## src/rtl/traffic_ctrl_param.sv

```systemverilog
// Two-road traffic light controller with per-line BCD countdown and manual override.
// Latency: lamps and BCD are combinational from state/cnt; state advances on a tick edge.
// Backpressure: none; tick is a free-running enable and every output is always valid.
//
// Ports:
//   clk, reset (sync, active low)      - single clock domain
//   tick                               - one-cycle timing enable, gates all phase timing
//   chedo                              - 1 = automatic cycling, 0 = manual (den selects green)
//   den                                - manual request: 0 = line 1 green, 1 = line 2 green
//   light1/light2                      - {red,yellow,green} one-hot lamps per line
//   bcd1/bcd2                          - {tens,ones} countdown to next lamp change per line
//   disp_en                            - countdown valid (automatic mode, no reload pending)
module traffic_ctrl_param #(
    parameter int T_GREEN  = 22,
    parameter int T_YELLOW = 3,
    parameter int T_ALLRED = 1,
    parameter int CNT_W    = 7
) (
    input  logic       clk,
    input  logic       reset,
    input  logic       tick,
    input  logic       chedo,
    input  logic       den,
    output logic [2:0] light1,
    output logic [2:0] light2,
    output logic [7:0] bcd1,
    output logic [7:0] bcd2,
    output logic       disp_en
);

    typedef logic [CNT_W-1:0] cnt_t;

    typedef enum logic [2:0] {
        S_G1  = 3'd0,
        S_Y1  = 3'd1,
        S_AR1 = 3'd2,
        S_G2  = 3'd3,
        S_Y2  = 3'd4,
        S_AR2 = 3'd5
    } state_t;

    localparam cnt_t LEN_G = cnt_t'(T_GREEN - 1);
    localparam cnt_t LEN_Y = cnt_t'(T_YELLOW - 1);
    localparam cnt_t LEN_A = cnt_t'(T_ALLRED - 1);

    // Offsets added to cnt to reach the next lamp change of the line that is
    // not the one being timed by the current phase.
    localparam logic [7:0] OFS_A   = 8'(T_ALLRED);
    localparam logic [7:0] OFS_YA  = 8'(T_YELLOW + T_ALLRED);
    localparam logic [7:0] OFS_GYA = 8'(T_GREEN + T_YELLOW + T_ALLRED);

    localparam logic [2:0] LAMP_R = 3'b100;
    localparam logic [2:0] LAMP_Y = 3'b010;
    localparam logic [2:0] LAMP_G = 3'b001;

    state_t state_q, state_d;
    cnt_t   cnt_q, cnt_d;
    logic   chedo_q, chedo_d;       // edge-detect history, resets to 1 so reset is not an edge
    logic   disp_en_q, disp_en_d;   // chedo seen high at the last non-reset edge

    logic       auto_edge;
    logic [7:0] cnt8;
    logic [7:0] cd1, cd2;

    function automatic cnt_t phase_len_m1(input state_t s);
        case (s)
            S_G1, S_G2: phase_len_m1 = LEN_G;
            S_Y1, S_Y2: phase_len_m1 = LEN_Y;
            default:    phase_len_m1 = LEN_A;
        endcase
    endfunction

    function automatic logic [7:0] to_bcd(input logic [7:0] v);
        to_bcd = {4'(v / 8'd10), 4'(v % 8'd10)};
    endfunction

    // Next-state / counter logic
    always_comb begin
        state_d   = state_q;
        cnt_d     = cnt_q;
        chedo_d   = chedo;
        disp_en_d = chedo;
        auto_edge = chedo & ~chedo_q;

        if (auto_edge) begin
            // Re-entering automatic mode restarts the current phase so the
            // countdown shown is a full, truthful one.
            cnt_d = phase_len_m1(state_q);
        end else if (tick) begin
            if (!chedo && state_q == S_G1) begin
                if (den) begin
                    state_d = S_Y1;
                    cnt_d   = LEN_Y;
                end
            end else if (!chedo && state_q == S_G2) begin
                if (!den) begin
                    state_d = S_Y2;
                    cnt_d   = LEN_Y;
                end
            end else if (cnt_q != '0) begin
                cnt_d = cnt_q - cnt_t'(1);
            end else begin
                case (state_q)
                    S_G1:    state_d = S_Y1;
                    S_Y1:    state_d = S_AR1;
                    S_AR1:   state_d = (!chedo && !den) ? S_G1 : S_G2;
                    S_G2:    state_d = S_Y2;
                    S_Y2:    state_d = S_AR2;
                    S_AR2:   state_d = (!chedo && den) ? S_G2 : S_G1;
                    default: state_d = S_G1;
                endcase
                cnt_d = phase_len_m1(state_d);
            end
        end
    end

    always_ff @(posedge clk) begin
        if (!reset) begin
            state_q   <= S_G1;
            cnt_q     <= LEN_G;
            chedo_q   <= 1'b1;
            disp_en_q <= 1'b0;
        end else begin
            state_q   <= state_d;
            cnt_q     <= cnt_d;
            chedo_q   <= chedo_d;
            disp_en_q <= disp_en_d;
        end
    end

    // Lamp decode and countdown values
    always_comb begin
        light1 = LAMP_R;
        light2 = LAMP_R;
        cnt8   = 8'(cnt_q);
        cd1    = cnt8;
        cd2    = cnt8;
        case (state_q)
            S_G1: begin
                light1 = LAMP_G;
                cd2    = cnt8 + OFS_YA;
            end
            S_Y1: begin
                light1 = LAMP_Y;
                cd2    = cnt8 + OFS_A;
            end
            S_AR1: begin
                cd1 = cnt8 + OFS_GYA;
            end
            S_G2: begin
                light2 = LAMP_G;
                cd1    = cnt8 + OFS_YA;
            end
            S_Y2: begin
                light2 = LAMP_Y;
                cd1    = cnt8 + OFS_A;
            end
            S_AR2: begin
                cd2 = cnt8 + OFS_GYA;
            end
            default: begin
                light1 = LAMP_R;
                light2 = LAMP_R;
            end
        endcase
    end

    assign bcd1    = to_bcd(cd1);
    assign bcd2    = to_bcd(cd2);
    // The combinational chedo term drops the display at once on a switch to manual.
    assign disp_en = disp_en_q & chedo;

endmodule

```

## config.mk

```make
export PLATFORM = sky130hd
export DESIGN_NAME = traffic_ctrl_param
export DESIGN_NICKNAME = d
export VERILOG_FILES = /design/src/rtl/traffic_ctrl_param.sv
export SDC_FILE = /design/constraint.sdc
export NUM_CORES = 1
export LEC_CHECK = 0
export CAP_MARGIN = 20
export CORE_MARGIN = 2
export CORE_UTILIZATION = 59
export DETAILED_ROUTE_END_ITERATION = 16
export PLACE_DENSITY = 0.93
export SLEW_MARGIN = 0
export SYNTH_ARGS = -nofsm -noshare
export SYNTH_HDL_FRONTEND = slang
export SYNTH_SLANG_ARGS = --single-unit
```

## constraint.sdc

```tcl
create_clock -name clk -period 6.05 [get_ports clk]
set_input_delay 1.21 -clock clk [delete_from_list [all_inputs] [get_ports clk]]
set_output_delay 1.21 -clock clk [all_outputs]
set_load 0.01 [all_outputs]
```

== Yosys cells after proc, flatten, opt, wreduce, memory -nomap -nowiden ==
Index checks and enable logic that the tools add are counted.

* Flip-flop bits (word level): 12
* Bits of input ports: 5
* Output and inout bits: 23
* Logic and storage cells: 71

* $add $sub $neg: 4
* Div/mod/pow operators: 4
* Eq/ne operators: 13
* Mux-type cells: 26
* Bitwise gates (word level): 4
* Reduce and logical (&&, ||, !) cells: 16

{| class="wikitable"
|+ Operators with widths
! operator !! number
|-
| $mux W7 || 7
|-
| $pmux W8 S3 || 2
|-
| $mux W3 || 10
|-
| $pmux W5 S2 || 2
|-
| $pmux W3 S6 || 1
|-
| $div A8 B4 Y8 const B || 2
|-
| $mod A8 B4 Y8 const B || 2
|-
| $pmux W3 S2 || 2
|-
| $eq A3 B2 Y1 const B || 3
|-
| $eq A3 B3 Y1 const B || 3
|-
| $ne A3 B3 Y1 const B || 3
|-
| $add A7 B1 Y8 const B || 1
|-
| $add A7 B3 Y8 const B || 1
|-
| $add A7 B5 Y8 const B || 1
|-
| $reduce_or A2 Y1 || 4
|-
| $reduce_bool A7 Y1 || 1
|-
| $sub A7 B1 Y7 const B || 1
|-
| $eq A3 B1 Y1 const B || 2
|-
| $logic_not A3 Y1 || 2
|-
| $reduce_and A5 Y1 || 1
|-
| $logic_and A1 B1 Y1 || 4
|-
| $mux W2 || 2
|-
| $ne A4 B4 Y1 const B || 1
|-
| $reduce_and A3 Y1 || 1
|-
| other kinds (5) || 8
|}

== Longest topological paths before layout ==
* Depth in word-level cells: 17
* Depth in mapped cells: 17
* Mapped depth without buffers: 15

== Least setup slack after synthesis ==
No wires, ideal clock.

* Path kind: reg2out
* From: register cnt_q[3]
* To: output port bcd2[3]
* Data arrival time: 3.484 ns
* Data required time: 4.840 ns
* Path slack: 1.356 ns
* Cell stages (with the launch flop): 18
* Buffers on the path: 3
* Path through: dfxtp_1 -> buf_2 -> buf_2 -> inv_1 -> ha_1 -> a211o_1 -> and3_1 -> o41a_1 -> buf_2 -> maj3_2 -> o21ai_2 -> or2_2 -> a21oi_1 -> nor3_1 -> ha_1 -> o21a_1 -> o21ai_0 -> o21a_1

* Cells in the longest elaborated chain, start to end: 3
* Elaborated cells on any way between the ends: 5
* Those cells by class: 3 x add/sub; 1 x div; 1 x mux

{| class="wikitable"
|+ Ends and longest elaborated chain
! item !! line !! text
|-
| start, declared || 57 || <nowiki>cnt_t cnt_q, cnt_d;</nowiki>
|-
| start signal, assigned || 125 || <nowiki>cnt_q <= cnt_d;</nowiki>
|-
| $add A7 B5 Y8 (tied with other cells) || 159 || <nowiki>cd2 = cnt8 + OFS_GYA;</nowiki>
|-
| $pmux W8 S3 * || 138 || <nowiki>case (state_q)</nowiki>
|-
| $mod A8 B4 Y8 * || 74 || <nowiki>to_bcd = {4'(v / 8'd10), 4'(v % 8'd10)};</nowiki>
|-
| end, declared || 27 || <nowiki>output logic [7:0] bcd2,</nowiki>
|}

Mark *: on every way between the ends. The rest lies on a longest branch, timed or not.

== Final worst setup path ==
* From: register cnt_q[2]
* To: output port bcd2[3]

The elaborated chain is that of the path after synthesis.

==> flow_summary_export.csv <==
group,metric,value,unit
setup_path,crit_fanout,16,
synthesis,ys_ff_latch,12,
synthesis,synth_top_area_frac,0.08955,
grt,grt_pass1_wl,12890,um
synthesis,synth_area_per_cell,6.861,um^2
pwr,powerDensity,198.1,nW/um^2
setup_path,crit_arrival,4460,ps
synthesis,synth_seq_area_share,0.08955,
hold_path,min_path_cells,2,
status,status,"finished, final reports clean",
placed_design,dp.cells,452,
setup_path,critPathMaxStageDelay,650,ps
pwr,pwr-share-clk,0.149,
placed_design,dp_slack,613.7,ps
sta,timing.final.ws_setup,378.8,ps
sta,grt_setup_unrepaired,"no",
synthesis,syn_inst,391,
die,io_pins,28,
cells_and_area,final_cells,456,
pwr,p_switching,0.2584,mW
clock_tree,cts_tree,"yes",
grt,gr-total-overflow,0,
die,start_util,0.6161,
drt,postRouteAntennaNets,0,
setup_path,end_kind,"output pin",
clock_tree,clk_latency,240,ps
clock_tree,root_buffer,"clkbuf_8",
synthesis,yosysTopAreaCell,"dfxtp_1",
setup_path,crit_chain,"ha_1 -> a211oi_1 -> or4_4 -> a21o_1 -> a21oi_2 -> o22a_1 -> o21ai_0 -> or2_2 -> o22ai_1 -> nor3_1 -> ha_1 -> o21a_1 -> o21ai_0 -> o21a_1 -> clkdlybuf4s50_1",
synthesis,syn_nets,407,
drt,wl_per_cell,16.51,um
hold_path,worstHoldStart,"state_q[0]",
pwr,switching_share,0.4381,
hold_path,hold_end,"state_q[0]",
cells_and_area,n_antenna_cell,0,
die,fp.coreArea,4354,um^2
sta,tightestPinTransition,1049,ps
pwr,leakagePower,1.168,nW
clock_tree,ctsLongestPathBuffers,2,
grt,antenna_found_initial,0,
pwr,internal-power,0.3314,mW
placed_design,portBuffers,27,
cells_and_area,final_area,2978,um^2
cells_and_area,fillers,372,
sta,fin_tns_setup,0,ps
drt,postRouteWirelength,7527,um
cells_and_area,fin_util,0.6839,
grt,grt_pass1_vias,2856,
drt,first_pass_iters,6,
pwr,p_total,0.5898,mW
setup_path,timing.reg2reg.setup_slack,3110,ps
die,fp.dieH,71.43,um
setup_path,crit_slowest_cell,"dfxtp_1",
setup_path,timing.rr.start,"state_q[1]",
sta,finalMaxSlewViolations,0,
drt,vias_per_cell,6.805,
synthesis,syn_area,2683,um^2
synthesis,yosysWarnings,0,
synthesis,synthFlopType,"dfxtp_1",
placed_design,dpl_cell_area,2922,um^2
setup_path,regToRegEndpoint,"cnt_q[3]",
sta,whs,667.5,ps
drt,vias,3103,
synthesis,yosysUniqueCellTypes,79,
grt,use_met1,0.3814,
synthesis,synth-edff-count,0,
die,rows,24,
hold_path,holdCritPathClass,"reg -> reg",
cells_and_area,multi_input_area,2218,um^2
drt,drt_iter0_markers,517,
grt,gr-usage-met2,0.5237,
cells_and_area,areaGrowthSynthToFinish,11.01,%
clock_tree,htree_levels,1,
sta,timing.final.hold_violations,0,
cells_and_area,final_common_cell,"nand2_1",
grt,grt_use_total,0.2994,
sta,setup_viol,0,
sta,fin_skew,0.2208,ps
clock_tree,path_clk_slew,50,ps
cells_and_area,nets,421,
die,die_w,71.43,um
pwr,power_frac_comb,0.678,
cells_and_area,seq_area,241.5,um^2
pwr,seqPwrFrac,0.172,
cells_and_area,drive_above_1_share,0.1114,
cells_and_area,final_cell_mix,"nand2_1, a21oi_1, nor2_1",
sta,post-route-period-util,0.9374,
sta,fmax,0.1763,GHz
clock_tree,cts_num_sinks,12,
grt,grt_start_max_net_pins,29,
placed_design,gp_congestion,1.022,
synthesis,synth_area_leaders,"dfxtp_1, a21oi_1, ha_1",
placed_design,dp.final_hpwl,5670,um
grt,grt-busiest-layer,"met2",
pwr,peakVddDrop,0.0001404,V
drt,post-route-drc-count,0,
sta,slew_headroom,0.2999,
synthesis,synth_async_sr_flop_share,0,
die,fp.dieArea,5102,um^2
clock_tree,cts_buffers,3,
setup_path,reg2regPathDepth,10,
grt,use_met3,0.02110,
setup_path,critPathKind,"reg -> out",
setup_path,cp.required,4840,ps
setup_path,startpoint_type,"flip-flop",
run,drv_cap,0,
sta,period_minus_slack,5671,ps
==> cell usage after synthesis (all sizes together) (6+ instances only) <==
library cell,n
nand2,37
o211ai,7
xnor2,12
ha,11
o21a,7
nor2,31
a211oi,6
a21oi,36
mux2i,7
inv,20
nand2b,9
nand3,17
o21ai,27
dfxtp,12
nor3,13
and2,10
o22ai,7
nor2b,8
buf,20
==> worst max-delay path, delay by kind of cell, from the launching register on <==
family	cells	cell delay, ps
AO/OA/AOI/OAI	9	1550
AND/OR/NAND/NOR	3	1010
adder cells (fa/ha/maj)	2	480
flip-flops	1	650
buffers and inverters	1	520
==> area by class of cell <==
| class | count | share of cell area |
|---|---|---|
| Clock buffer | 4 | 0.01849 |
| Timing Repair Buffer | 34 | 0.1084 |
| Multi-Input combinational cell | 334 | 0.7450 |
| Tap cell | 52 | 0.02185 |
| Inverter | 20 | 0.02521 |
| Sequential cell | 12 | 0.08109 |
==> metal layers <==
metal,vias up,share of wire
li1,1475,-
met5,-,0
met4,0,0.028
met1,1424,0.41
met2,174,0.49
met3,30,0.078
==> worst max path at each step <==
stage                     from       to  slack (ps)  depth (start not counted)
CTS                   cnt_q[3]  bcd2[3]         360                         15
global route        state_q[1]  bcd2[3]          70                         14
floorplan             cnt_q[3]  bcd2[3]        1360                         17
global placement      cnt_q[3]  bcd2[3]         740                         15
detailed placement    cnt_q[3]  bcd2[3]         610                         15
finish                cnt_q[2]  bcd2[3]         380                         15
==> power groups by stage <==
stage               Sequential (mW)  Combinational, mW  Clock, mW
CTS                           0.101              0.396     0.0889
detailed placement            0.102              0.394          0
floorplan                    0.0907              0.280          0
global placement              0.102              0.382          0
finish                        0.102              0.400     0.0879
global route                  0.103              0.438     0.0922
==> kinds of logic after synthesis <==
family | share of synthesized area
xor gates and xnor gates | 0.04524
and+or+nand+nor | 0.2985
DFF | 0.08955
AOI/OAI and AO/OA | 0.3815
buffers and inverters | 0.08349
adders and majority gates | 0.06297
muxes | 0.03871
==> state kept, by name, summed over array words and instances, names as in the netlist <==
| register | cells |
|---|---|
| disp_en_q | 1 |
| chedo_q | 1 |
| cnt_q | 7 |
| state_q | 3 |
==> timing repair <==
item / in CTS / in global routing
buffers inserted: 0 / 0
hold endpoints to repair: 0 / 0
gates resized for setup: 0 / 1
hold buffers: 0 / 0
setup endpoints to repair: 0 / 1
No activity file was read; power rests on OpenSTA's default activity.
